## config.mk

```make
export PLATFORM = sky130hd
export DESIGN_NAME = mips_decode_ext_flat
export DESIGN_NICKNAME = d
export VERILOG_FILES = /design/src/rtl/mips_decode_ext_if.sv /design/src/rtl/mips_decode_ext.sv /design/src/flat_wrapper.sv
export SDC_FILE = /design/constraint.sdc
export NUM_CORES = 1
export LEC_CHECK = 0
export CORE_AREA = 2 2 84 78
export CTS_BUF_LIST = sky130_fd_sc_hd__clkbuf_16
export CTS_CLUSTER_SIZE = 30
export DETAILED_ROUTE_END_ITERATION = 7
export DIE_AREA = 0 0 86 80
export GPL_TIMING_DRIVEN = 0
export PLACE_DENSITY = 0.78
export SLEW_MARGIN = 20
export SYNTH_ARGS = -nofsm -noshare
export SYNTH_HDL_FRONTEND = slang
export SYNTH_SLANG_ARGS = --single-unit
```

## constraint.sdc

```tcl
create_clock -name clk -period 2.4 [get_ports clk]
set_input_delay 0.48 -clock clk [delete_from_list [all_inputs] [get_ports clk]]
set_output_delay 0.48 -clock clk [all_outputs]
set_load 0.03 [all_outputs]
```

## src/rtl/mips_decode_ext_if.sv

```systemverilog
// Decoder bus: instruction fields and load data in, datapath controls and extended values out.
//   master : the datapath side; drives opcode/funct/zero/imm16/ld_byte/ld_half
//   slave  : the decoder; drives imm32/byte_ext/half_ext, all control lines and illegal
interface mips_decode_ext_if;
  logic [5:0]  opcode;
  logic [5:0]  funct;
  logic        zero;
  logic [15:0] imm16;
  logic [7:0]  ld_byte;
  logic [15:0] ld_half;

  logic [31:0] imm32;
  logic [31:0] byte_ext;
  logic [31:0] half_ext;
  logic        RegDst;
  logic        MemRead;
  logic        MemtoReg;
  logic        MemWrite;
  logic        ALUSrc;
  logic        RegWrite;
  logic        EXTOP;
  logic [3:0]  ALUOp;
  logic [1:0]  NPCOP;
  logic        ShiftIndex;
  logic        ShiftDirection;
  logic        SArith;
  logic        ALUasrc;
  logic        call;
  logic        SpLoad;
  logic        BorH;
  logic        SorU;
  logic        SpecialIn;
  logic        DMemBorH;
  logic        illegal;

  modport master (
    output opcode, funct, zero, imm16, ld_byte, ld_half,
    input  imm32, byte_ext, half_ext, RegDst, MemRead, MemtoReg, MemWrite, ALUSrc, RegWrite,
           EXTOP, ALUOp, NPCOP, ShiftIndex, ShiftDirection, SArith, ALUasrc, call, SpLoad,
           BorH, SorU, SpecialIn, DMemBorH, illegal
  );

  modport slave (
    input  opcode, funct, zero, imm16, ld_byte, ld_half,
    output imm32, byte_ext, half_ext, RegDst, MemRead, MemtoReg, MemWrite, ALUSrc, RegWrite,
           EXTOP, ALUOp, NPCOP, ShiftIndex, ShiftDirection, SArith, ALUasrc, call, SpLoad,
           BorH, SorU, SpecialIn, DMemBorH, illegal
  );
endinterface

```

## src/rtl/mips_decode_ext.sv

```systemverilog
// Single-cycle MIPS main decoder with immediate and load-data extenders.
//   clk : clocks only the sticky illegal-instruction flag
//   rst : asynchronous active-high reset; clears illegal and masks state-changing controls
//   bus : mips_decode_ext_if.slave; instruction fields in, controls/extended data out
// Everything except illegal is combinational from the bus inputs.
module mips_decode_ext (
  input logic              clk,
  input logic              rst,
  mips_decode_ext_if.slave bus
);

  localparam logic [3:0] AluNop   = 4'b0000;
  localparam logic [3:0] AluAdd   = 4'b0001;
  localparam logic [3:0] AluSub   = 4'b0010;
  localparam logic [3:0] AluAnd   = 4'b0011;
  localparam logic [3:0] AluOr    = 4'b0100;
  localparam logic [3:0] AluXor   = 4'b0101;
  localparam logic [3:0] AluNor   = 4'b0110;
  localparam logic [3:0] AluSlt   = 4'b0111;
  localparam logic [3:0] AluSltu  = 4'b1000;
  localparam logic [3:0] AluLui   = 4'b1001;
  localparam logic [3:0] AluPassA = 4'b1010;

  typedef struct packed {
    logic       reg_dst;
    logic       mem_read;
    logic       mem_to_reg;
    logic       mem_write;
    logic       alu_src;
    logic       reg_write;
    logic       extop;
    logic [3:0] alu_op;
    logic [1:0] npcop;
    logic       shift_index;
    logic       shift_dir;
    logic       sarith;
    logic       alu_asrc;
    logic       call;
    logic       sp_load;
    logic       borh;
    logic       soru;
    logic       special_in;
    logic       dmem_borh;
  } ctrl_t;

  ctrl_t c;
  logic  legal;
  logic  illegal_q;

  always_comb begin
    c     = '0;
    legal = 1'b1;
    unique case (bus.opcode)
      6'h00: begin
        c.reg_dst   = 1'b1;
        c.reg_write = 1'b1;
        case (bus.funct)
          6'h20, 6'h21: c.alu_op = AluAdd;
          6'h22, 6'h23: c.alu_op = AluSub;
          6'h24:        c.alu_op = AluAnd;
          6'h25:        c.alu_op = AluOr;
          6'h26:        c.alu_op = AluXor;
          6'h27:        c.alu_op = AluNor;
          6'h2A:        c.alu_op = AluSlt;
          6'h2B:        c.alu_op = AluSltu;
          // Shifts: shifter result is routed into ALU A and passed through.
          6'h00, 6'h02, 6'h03, 6'h04, 6'h06, 6'h07: begin
            c.alu_asrc    = 1'b1;
            c.alu_op      = AluPassA;
            c.shift_index = bus.funct[2];
            c.shift_dir   = bus.funct[1];
            c.sarith      = bus.funct[0];
          end
          6'h08: begin
            c.npcop     = 2'b11;
            c.reg_write = 1'b0;
          end
          6'h09: begin
            c.npcop = 2'b11;
            c.call  = 1'b1;
          end
          default: legal = 1'b0;
        endcase
      end
      6'h08, 6'h09, 6'h0A, 6'h0B, 6'h0C, 6'h0D, 6'h0E, 6'h0F: begin
        c.alu_src   = 1'b1;
        c.reg_write = 1'b1;
        c.extop     = (bus.opcode[2] == 1'b0);  // arithmetic/compare sign-extend
        case (bus.opcode[2:0])
          3'd0, 3'd1: c.alu_op = AluAdd;
          3'd2:       c.alu_op = AluSlt;
          3'd3:       c.alu_op = AluSltu;
          3'd4:       c.alu_op = AluAnd;
          3'd5:       c.alu_op = AluOr;
          3'd6:       c.alu_op = AluXor;
          default:    c.alu_op = AluLui;
        endcase
      end
      6'h20, 6'h21, 6'h23, 6'h24, 6'h25: begin
        c.alu_src    = 1'b1;
        c.alu_op     = AluAdd;
        c.extop      = 1'b1;
        c.mem_read   = 1'b1;
        c.mem_to_reg = 1'b1;
        c.reg_write  = 1'b1;
        if (bus.opcode != 6'h23) begin
          c.sp_load = 1'b1;
          c.borh    = bus.opcode[0];
          c.soru    = ~bus.opcode[2];
        end
      end
      6'h28, 6'h29, 6'h2B: begin
        c.alu_src   = 1'b1;
        c.alu_op    = AluAdd;
        c.extop     = 1'b1;
        c.mem_write = 1'b1;
        if (bus.opcode != 6'h2B) begin
          c.special_in = 1'b1;
          c.dmem_borh  = bus.opcode[0];
        end
      end
      6'h04, 6'h05: begin
        c.alu_op = AluSub;
        c.extop  = 1'b1;
        // beq takes on zero, bne on non-zero.
        c.npcop  = ((bus.opcode[0] ^ bus.zero) == 1'b1) ? 2'b01 : 2'b00;
      end
      6'h02: c.npcop = 2'b10;
      6'h03: begin
        c.npcop     = 2'b10;
        c.call      = 1'b1;
        c.reg_write = 1'b1;
      end
      default: legal = 1'b0;
    endcase
    if (!legal) begin
      c        = '0;
      c.alu_op = AluNop;
    end
  end

  always_ff @(posedge clk or posedge rst) begin
    if (rst) begin
      illegal_q <= 1'b0;
    end else if (!legal) begin
      illegal_q <= 1'b1;
    end
  end

  always_comb begin
    bus.RegDst         = c.reg_dst;
    bus.MemtoReg       = c.mem_to_reg;
    bus.ALUSrc         = c.alu_src;
    bus.EXTOP          = c.extop;
    bus.ALUOp          = c.alu_op;
    bus.ShiftIndex     = c.shift_index;
    bus.ShiftDirection = c.shift_dir;
    bus.SArith         = c.sarith;
    bus.ALUasrc        = c.alu_asrc;
    bus.call           = c.call;
    bus.SpLoad         = c.sp_load;
    bus.BorH           = c.borh;
    bus.SorU           = c.soru;
    bus.SpecialIn      = c.special_in;
    bus.DMemBorH       = c.dmem_borh;
    // Reset masks anything that could change architectural state.
    bus.RegWrite       = c.reg_write & ~rst;
    bus.MemWrite       = c.mem_write & ~rst;
    bus.MemRead        = c.mem_read & ~rst;
    bus.NPCOP          = rst ? 2'b00 : c.npcop;
    bus.illegal        = illegal_q;
    bus.imm32    = c.extop ? {{16{bus.imm16[15]}}, bus.imm16} : {16'h0000, bus.imm16};
    bus.byte_ext = c.soru ? {{24{bus.ld_byte[7]}}, bus.ld_byte} : {24'h000000, bus.ld_byte};
    bus.half_ext = c.soru ? {{16{bus.ld_half[15]}}, bus.ld_half} : {16'h0000, bus.ld_half};
  end

endmodule

```

## src/flat_wrapper.sv

```systemverilog
// flat-port wrapper written by rule: the top's interface ports become plain ports
module mips_decode_ext_flat 
  (clk, rst, bus_opcode, bus_funct, bus_zero, bus_imm16, bus_ld_byte, bus_ld_half, bus_imm32, bus_byte_ext, bus_half_ext, bus_RegDst, bus_MemRead, bus_MemtoReg, bus_MemWrite, bus_ALUSrc, bus_RegWrite, bus_EXTOP, bus_ALUOp, bus_NPCOP, bus_ShiftIndex, bus_ShiftDirection, bus_SArith, bus_ALUasrc, bus_call, bus_SpLoad, bus_BorH, bus_SorU, bus_SpecialIn, bus_DMemBorH, bus_illegal);
  mips_decode_ext_if bus_i ();
  input logic clk;
  input logic rst;
  input wire logic [$bits(bus_i.opcode)-1:0] bus_opcode;
  input wire logic [$bits(bus_i.funct)-1:0] bus_funct;
  input wire logic [$bits(bus_i.zero)-1:0] bus_zero;
  input wire logic [$bits(bus_i.imm16)-1:0] bus_imm16;
  input wire logic [$bits(bus_i.ld_byte)-1:0] bus_ld_byte;
  input wire logic [$bits(bus_i.ld_half)-1:0] bus_ld_half;
  output wire logic [$bits(bus_i.imm32)-1:0] bus_imm32;
  output wire logic [$bits(bus_i.byte_ext)-1:0] bus_byte_ext;
  output wire logic [$bits(bus_i.half_ext)-1:0] bus_half_ext;
  output wire logic [$bits(bus_i.RegDst)-1:0] bus_RegDst;
  output wire logic [$bits(bus_i.MemRead)-1:0] bus_MemRead;
  output wire logic [$bits(bus_i.MemtoReg)-1:0] bus_MemtoReg;
  output wire logic [$bits(bus_i.MemWrite)-1:0] bus_MemWrite;
  output wire logic [$bits(bus_i.ALUSrc)-1:0] bus_ALUSrc;
  output wire logic [$bits(bus_i.RegWrite)-1:0] bus_RegWrite;
  output wire logic [$bits(bus_i.EXTOP)-1:0] bus_EXTOP;
  output wire logic [$bits(bus_i.ALUOp)-1:0] bus_ALUOp;
  output wire logic [$bits(bus_i.NPCOP)-1:0] bus_NPCOP;
  output wire logic [$bits(bus_i.ShiftIndex)-1:0] bus_ShiftIndex;
  output wire logic [$bits(bus_i.ShiftDirection)-1:0] bus_ShiftDirection;
  output wire logic [$bits(bus_i.SArith)-1:0] bus_SArith;
  output wire logic [$bits(bus_i.ALUasrc)-1:0] bus_ALUasrc;
  output wire logic [$bits(bus_i.call)-1:0] bus_call;
  output wire logic [$bits(bus_i.SpLoad)-1:0] bus_SpLoad;
  output wire logic [$bits(bus_i.BorH)-1:0] bus_BorH;
  output wire logic [$bits(bus_i.SorU)-1:0] bus_SorU;
  output wire logic [$bits(bus_i.SpecialIn)-1:0] bus_SpecialIn;
  output wire logic [$bits(bus_i.DMemBorH)-1:0] bus_DMemBorH;
  output wire logic [$bits(bus_i.illegal)-1:0] bus_illegal;
  assign bus_i.opcode = bus_opcode;
  assign bus_i.funct = bus_funct;
  assign bus_i.zero = bus_zero;
  assign bus_i.imm16 = bus_imm16;
  assign bus_i.ld_byte = bus_ld_byte;
  assign bus_i.ld_half = bus_ld_half;
  assign bus_imm32 = bus_i.imm32;
  assign bus_byte_ext = bus_i.byte_ext;
  assign bus_half_ext = bus_i.half_ext;
  assign bus_RegDst = bus_i.RegDst;
  assign bus_MemRead = bus_i.MemRead;
  assign bus_MemtoReg = bus_i.MemtoReg;
  assign bus_MemWrite = bus_i.MemWrite;
  assign bus_ALUSrc = bus_i.ALUSrc;
  assign bus_RegWrite = bus_i.RegWrite;
  assign bus_EXTOP = bus_i.EXTOP;
  assign bus_ALUOp = bus_i.ALUOp;
  assign bus_NPCOP = bus_i.NPCOP;
  assign bus_ShiftIndex = bus_i.ShiftIndex;
  assign bus_ShiftDirection = bus_i.ShiftDirection;
  assign bus_SArith = bus_i.SArith;
  assign bus_ALUasrc = bus_i.ALUasrc;
  assign bus_call = bus_i.call;
  assign bus_SpLoad = bus_i.SpLoad;
  assign bus_BorH = bus_i.BorH;
  assign bus_SorU = bus_i.SorU;
  assign bus_SpecialIn = bus_i.SpecialIn;
  assign bus_DMemBorH = bus_i.DMemBorH;
  assign bus_illegal = bus_i.illegal;
  mips_decode_ext u_core (.clk(clk), .rst(rst), .bus(bus_i));
endmodule
```

**Yosys cells after proc, flatten, opt, wreduce, memory -nomap -nowiden**

Cells that the tools add are included.

- Register bits: 1
- Latch bits: 0
- Memory bits (read-only): 0
- Memories: 0
- RAM bits: 0
- Logic and storage cells: 99

- Shift operators: 0
- Magnitude comparators: 0
- Equal/unequal tests: 45
- Bitwise logic cells: 6
- Multiply operators: 0
- Reduce and logical (&&, ||, !) cells: 19
- Muxes and demuxes: 28
- Add/sub/neg operators: 0
- Divide/modulo/power cells: 0

Operators with widths:

| operator | count |
|---|---|
| 6-bit == test, second input constant | 18 |
| 32-bit 2-to-1 mux | 3 |
| 6-bit by 4-bit == test with 1-bit output, second input constant | 10 |
| 4-bit one-hot mux with 9 select lines | 1 |
| 6-bit by 3-bit == test with 1-bit output, second input constant | 5 |
| 6-bit by 2-bit == test with 1-bit output, second input constant | 4 |
| 4-bit one-hot mux with 6 select lines | 1 |
| 23-bit 2-to-1 mux | 1 |
| 20-bit OR reduction | 1 |
| 18-bit OR reduction | 1 |
| 4-bit one-hot mux with 4 select lines | 1 |
| 16-bit OR reduction | 1 |
| 8-bit OR reduction | 2 |
| 14-bit OR reduction | 1 |
| 6-bit zero test | 2 |
| 6-bit != test, second input constant | 2 |
| 2-bit OR reduction | 6 |
| 2-bit 2-to-1 mux | 5 |
| 10-bit OR reduction | 1 |
| 3-bit == test, second input constant | 3 |
| 4-bit 2-to-1 mux | 2 |
| 1-bit one-hot mux with 2 select lines | 4 |
| 1-bit 2-to-1 mux | 7 |
| 3-bit by 2-bit == test with 1-bit output, second input constant | 2 |
| other kinds (10) | 14 |

**Longest topological paths before layout**

Gate-level depths: netlist of the first run.

- Depth after elaboration: 6
- Depth in mapped cells: 6

**Least setup slack after synthesis of the first run**

Ideal clock, no wire load.

- Path kind: input to output
- From: input port bus_opcode[3]
- To: output port bus_byte_ext[10]
- Slack: -1031 ps
- Stages: 5
- Required time: 1920 ps
- Data arrival time: 2951 ps
- Cell sequence: clkbuf_1 or3b_2 nor3_1 and2_1 buf_4

- Cells in the longest elaborated chain, start to end: 5

Ends and longest elaborated chain:

| element | RTL line | text |
|---|---|---|
| start: declaration | flat_wrapper.sv:7 | `input wire logic [$bits(bus_i.opcode)-1:0] bus_opcode;` |
| 6-bit by 2-bit == test with 1-bit output (tied with other cells) | mips_decode_ext.sv:53 | `unique case (bus.opcode)` |
| 20-bit OR reduction (no source line) (tied with other cells) | -- |  |
| 1-bit one-hot mux with 2 select lines or 3-bit 2-to-1 mux (tied branches) | mips_decode_ext.sv:53 |  |
| 23-bit 2-to-1 mux (*) | mips_decode_ext.sv:136 | `if (!legal) begin` |
| named net bus_SorU | flat_wrapper.sv:32 | `output wire logic [$bits(bus_i.SorU)-1:0] bus_SorU;` |
| 32-bit 2-to-1 mux (*) | mips_decode_ext.sv:173 | `bus.byte_ext = c.soru ? {{24{bus.ld_byte[7]}}, bus.ld_byte} : {24'h000000, bus.ld_byte};` |
| end: declaration | flat_wrapper.sv:14 | `output wire logic [$bits(bus_i.byte_ext)-1:0] bus_byte_ext;` |

Mark *: on every way through the listed nets, which the timed path passes. The rest lies on a longest branch.

**Worst setup path in the final report of the first run**

- From: input port bus_opcode[3]
- To: output port bus_ShiftIndex

- Cells in the longest elaborated chain, start to end: 4

Ends and longest elaborated chain:

| element | RTL line | text |
|---|---|---|
| 6-bit by 2-bit == test with 1-bit output (tied with other cells) | mips_decode_ext.sv:53 |  |
| 20-bit OR reduction (no source line) | -- |  |
| 1-bit one-hot mux with 2 select lines | mips_decode_ext.sv:53 |  |
| 23-bit 2-to-1 mux (*) | mips_decode_ext.sv:136 |  |
| end: declaration | flat_wrapper.sv:25 | `output wire logic [$bits(bus_i.ShiftIndex)-1:0] bus_ShiftIndex;` |

Mark *: on every way between the ends. The rest lies on a longest branch, timed or not.

==> metrics.txt, run 1 <==
pwr dens=156 nW/µm²; post-synthesis sequential area ratio=1.79%; initial antenna violation count=0; post-DP HPWL=4.19 mm; mapped cell area=1400 µm²; share of the synthesized area in the top cell type=49.9%; total global-route track usage=14.0%; synth warn=0; syn_area_per_cell=6.70 µm²; Reg clk slew, reported paths=0 ns; Synth area leaders=buf_4, a21oi_1, nor3_1, nor2_1, and2_1; RSZ-0062 raised after global routing=yes; critical path endpoint category=output pin; PortBufs=133; WL final=5.44 mm; vias per std cell=4.32; share of layout cells above drive strength 1=60.9%; gpl congestion=0.812; critical path launch point type=primary input; Layout fillers=559; Mapped Cells=209; max incr delay on CP=0.57 ns; core area=5980 µm²; # IOs=175; Remaining Overflow, GRT=0; f_max=0.379 GHz; total power=0.509 mW; Synth cell types=43; ordered cell list for the critical path=clkbuf_16 > or4_4 > or4b_4 > nor3_4 > and2_4 > buf_6; skew final=0 ns; Starting Density=23.4%; Final ANT Viol Nets=0; WP data arrival=2.16 ns; run status=complete, but fails checks; crit path buf inv count=2; DRT iter0 DRCs=48; top cell type by total area after synthesis=buf_4; leakage power=1.63 nW; syn_nets=264; Crit path max-delay family=simple AND/OR/NAND/NOR gates; Hold Path Class=reg2reg; # nets final=418; Die Width=86 µm; largest net degree at the start of global routing=17; DRC violations left=0; first-pass GRT wire length=8.20 mm; Critical Path RT=1.92 ns; failing checks=negative setup slack; slew margin rel.=69.3%; actual slew at the worst max-slew pin=0.460 ns; total number of vias=1,872; most common cell after layout, fill and taps aside=buf_6; Die Ht=80 µm; number of flip-flops in the largest register=1; setup ws final=-0.240 ns; Pre-Repair DR Iteration Count=4; die area=6880 µm²; #FFs+latches synth=1; Syn-to-layout area delta=133%; Worst-Skew Late Latency=0 ns; most frequent cells in the layout=buf_6, buf_4, clkdlybuf4s50_1; # rows=27; Max Cap Violations=0; number of global-route vias before repair=1,742; slowest library cell on the worst path=or4_4; final period utilization=110%; ANT cells=0; Hold WS=0.474 ns; VDD IR max=0.000137 V; Final setup viols=50; Setup CP Type=in2out; Fin. Hold Viols=0; DR WL/cell=12.6 µm; Slew Viols, Final=0; CP Max Fanout=4; Final min period=2.64 ns
cell usage after synthesis:
library cell and number:
o21ai_0 5, a21oi_1 10, mux2i_1 1, nor2b_1 4
a32oi_1 1, o21bai_1 1, or4b_4 1, nor2_1 11
nand3_1 2, dfrtp_1 1, nand2_1 4, a21o_1 2
a211oi_1 1, nor3_1 9, buf_6 1, a21boi_0 1
nand3b_1 1, buf_4 93, clkbuf_1 10, o211ai_1 1
xor2_1 1, o32ai_1 1, a31oi_1 2, o311a_1 2
nand4_1 1, o22a_1 1, a311oi_1 2, o221a_2 1
a2111oi_0 1, buf_1 1, or3_1 3, and2_1 6
nor4_1 3, and3_1 1, or4_4 1, o22ai_1 4
or3b_2 1, inv_1 6, nor3b_1 1, or2_2 1
nand2b_1 6, a22oi_1 2, nor3_2 1
path summary, 6_finish.rpt:
path / cells past startpoint / endpoint / slack (ns) / startpoint
min reg2reg: 1 / u_core.bus.illegal / 0.47 / u_core.bus.illegal
min in group asynchronous: 2 / u_core.bus.illegal / 0.82 / rst
max in group asynchronous: 2 / u_core.bus.illegal / 1.45 / rst
min: 1 / u_core.bus.illegal / 0.47 / u_core.bus.illegal
max reg2reg: 1 / u_core.bus.illegal / 1.76 / u_core.bus.illegal
max: 6 / bus_ShiftIndex / -0.24 / bus_opcode[3]
where the power goes:
group,internal (mW),switching [mW]
Combinational,0.231,0.261
Clock,0,0
Sequential,0.0172,0
Total,0.248,0.261
metrics by stage:
step	std cells	worst slack [ns]	utilization, %	TNS (ns)	instance area (µm²)
2_1_floorplan	209	-0.301	-	-6.46	1640
3_3_place_gp	414	-1.45	51.1	-74.65	3060
3_5_place_dp	414	-1.52	51.1	-75.97	3060
4_1_cts	427	-0.229	51.9	-1.03	3100
5_1_grt	433	-0.282	54.6	-8.84	3260
6_report	433	-0.240	54.6	-6.07	3260
cell families after synthesis:
family | after synthesis | share of synthesized area, %
compound gates | 38 | 18.3
xor+xnor | 1 | 0.626
buf+inv | 111 | 55.2
flops | 1 | 1.79
mux | 1 | 0.715
simple gates | 57 | 23.3
layout make-up:
type	count	area [µm²]	area share [%]
plain buffers	104	965	29.6
inverters	6	22.5	0.690
multi-input cells	102	774	23.7
flip-flops and latches	1	25.0	0.767
well taps	72	90.1	2.76
repair buffers	148	1390	42.5
routing by layer:
metal | wire (µm) | vias to the layer above | GRT usage, %
met4 | 0 | 0 | 0.317
li1 | - | 932 | -
met5 | 0 | - | 0
met1 | 2150 | 848 | 16.9
met3 | 362 | 0 | 1.65
met2 | 2930 | 92 | 27.5
what timing repair did:
action                                  CTS  global route
pin swaps                                11             6
setup buffers                             9             6
hold buffers                              0             0
gates cloned                              4             1
resized for setup                       416           107
endpoints found under the setup margin   80            66
endpoints found under the hold margin     0             0
Power figures use the tool's default switching activity.
==> inputs of run 2 (changes only) <==
Settings changed: SKIP_CTS_REPAIR_TIMING from default to 1.
==> run 2 against run 1 <==
The flow still finishes with violations (negative setup slack); register-to-register slack about the same; sequential power about the same; clock skew stayed put; worst hold slack unchanged; first-iteration DRC count increased by 38%; routed wire length fell by 1.6%; final cell count is 2.1% lower; critical path type unchanged; critical endpoint unchanged; largest cell class unchanged.
==> metrics.txt, run 2 (synthesis results as in run 1) <==
run status=complete, but fails checks (unchanged); failing checks=negative setup slack (unchanged); Layout fillers=579 (was 559); hold path depth=1 (unchanged); leakage power=1.70 nW (was 1.63 nW); Final ANT Viol Nets=0 (unchanged); CP Max Fanout=5 (was 4); ANT cells=0 (unchanged); Max Cap Violations=0 (unchanged); number of global-route vias before repair=1,609 (was 1,742); Reg area=25.0 µm² (unchanged); Final setup viols=10 (was 50); Flop pwr share=3.5% (was 3.4%); setup ws final=-0.285 ns (was -0.240 ns); first-pass GRT wire length=7.49 mm (was 8.20 mm); placed cell areas=3060 µm² (unchanged); DRC violations left=0 (unchanged); Worst R2R Setup Slack=1.76 ns (about the same); core area=5980 µm² (unchanged); DRT iter0 DRCs=66 (was 48); # rows=27 (unchanged); PortBufs=133 (unchanged); Switching Share=51.5% (was 51.3%); pwr dens=160 nW/µm² (was 156 nW/µm²); total number of vias=1,840 (was 1,872); actual slew at the worst max-slew pin=0.465 ns (was 0.460 ns); vias per std cell=4.34 (was 4.32); post-DP HPWL=4.19 mm (unchanged); Reg clk slew, reported paths=0 ns (about the same); cell-internal power=0.241 mW (was 0.248 mW); Final min period=2.68 ns (was 2.64 ns); WP data arrival=2.20 ns (was 2.16 ns); VDD IR max=0.000136 V (was 0.000137 V); Worst-Skew Late Latency=0 ns (about the same); largest net degree at the start of global routing=25 (was 17); f_max=0.373 GHz (was 0.379 GHz); Die Ht=80 µm (unchanged); hold_sp=u_core.bus.illegal (unchanged); Sw Pwr=0.256 mW (was 0.261 mW); hold endpoint=u_core.bus.illegal (unchanged); die area=6880 µm² (unchanged); RSZ-0062 raised after global routing=yes (unchanged); most frequent cells in the layout=buf_4, buf_6, clkdlybuf4s50_1 (was buf_6, buf_4, clkdlybuf4s50_1); Hold Path Class=reg2reg (unchanged); Hold WS=0.474 ns (unchanged); Slew Viols, Final=0 (unchanged); final period utilization=112% (was 110%); # IOs=175 (unchanged); critical path endpoint category=output pin (unchanged); pre-CTS WS=-1.52 ns (unchanged); number of flip-flops in the largest register=1 (unchanged); R2R depth=1 (unchanged); r2r startpoint=u_core.bus.illegal (unchanged); area occupied by multi-input gates=772 µm² (was 774 µm²); Final Instance Area=3110 µm² (was 3260 µm²); critical path launch point type=primary input (unchanged); initial antenna violation count=0 (unchanged); slew margin rel.=69.0% (was 69.3%); final std cells w/o fill=424 (was 433); Critical R2R Capture=u_core.bus.illegal (unchanged); WL final=5.35 mm (was 5.44 mm); Die Width=86 µm (unchanged); Starting Density=23.4% (unchanged); DR WL/cell=12.6 µm (about the same); Comb power frac=96.5% (was 96.6%); max incr delay on CP=0.59 ns (was 0.57 ns); Setup CP Type=in2out (unchanged); Remaining Overflow, GRT=0 (unchanged); most common cell after layout, fill and taps aside=buf_4 (was buf_6); ordered cell list for the critical path=clkbuf_16 > or4_4 > or4b_4 > nor3_4 > and2_4 > buf_6 (unchanged); Syn-to-layout area delta=122% (was 133%); Placed Cells=414 (unchanged); Pre-Repair DR Iteration Count=4 (unchanged); gpl congestion=0.812 (unchanged); Fin. Hold Viols=0 (unchanged); Critical Path RT=1.92 ns (about the same); share of layout cells above drive strength 1=58.0% (was 60.9%); total global-route track usage=12.7% (was 14.0%); slowest library cell on the worst path=or4_4 (unchanged); launch point of the worst path=bus_opcode[3] (unchanged); Clock power frac=0% (about the same); # nets final=409 (was 418); skew final=0 ns (unchanged)
[run 2: cell count changes in the layout (fill, tap and decap cells not counted), sizes merged]
cell           previous run  this run
dlymetal6s2s              1        17
buf                     178       117
clkdlybuf4s50            46        49
clkbuf                   14        61
and2                     11        10
dlygate4sd2              13         0
[run 2: metal layers]
layer | vias to the layer above | wire (µm) | GRT usage, %
met4 | 0 | 71 | 0
li1 | 912 | - | -
met5 | - | 0 | 0
met2 | 104 | 2820 | 25.0
met3 | 6 | 417 | 1.65
met1 | 818 | 2050 | 15.5
[run 2: worst max-delay path by stage]
stage                          end  slack [ns]  cells past startpoint
detailed placement    bus_ALUOp[1]       -1.52                      6
global route        bus_ShiftIndex       -0.32                      6
finish              bus_ShiftIndex       -0.28                      6
global placement      bus_ALUOp[1]       -1.45                      6
CTS                   bus_ALUOp[1]       -1.52                      6
floorplan           bus_ShiftIndex       -0.30                      5
[run 2: cell type report]
class / instances / area share, %
buffer: 105 / 30.5
timing repair buffer: 139 / 40.2
multi-input combinational: 101 / 24.9
inverter: 6 / 0.725
tap: 72 / 2.90
sequential: 1 / 0.806
[run 2: power groups by stage]
stage | registers, mW | logic, mW | clock network, mW
2_1_floorplan | 0.0172 | 0.305 | 0
3_3_place_gp | 0.0172 | 0.470 | 0
3_5_place_dp | 0.0172 | 0.475 | 0
4_1_cts | 0.0172 | 0.476 | 0
5_1_grt | 0.0172 | 0.508 | 0
6_report | 0.0172 | 0.480 | 0
[run 2: critical path, delay by kind of cell]
family	cells	cell delay, ns
AND/OR/NAND/NOR	4	1.46
buffers and inverters	2	0.25
[run 2: through the flow]
stage	setup TNS (ns)	total power [mW]	utilization [%]
floorplan	-6.46	0.322	-
global placement	-74.65	0.488	51.1
detailed placement	-75.97	0.493	51.1
CTS	-76.01	0.494	51.1
global route	-3.07	0.525	51.9
finish	-1.45	0.497	51.9
==> inputs of run 3 (changes only) <==
Settings changed: CAP_MARGIN from default to 30.
==> results of run 3 <==
No change in the layout: final DEF, timing and power equal those of run 2.
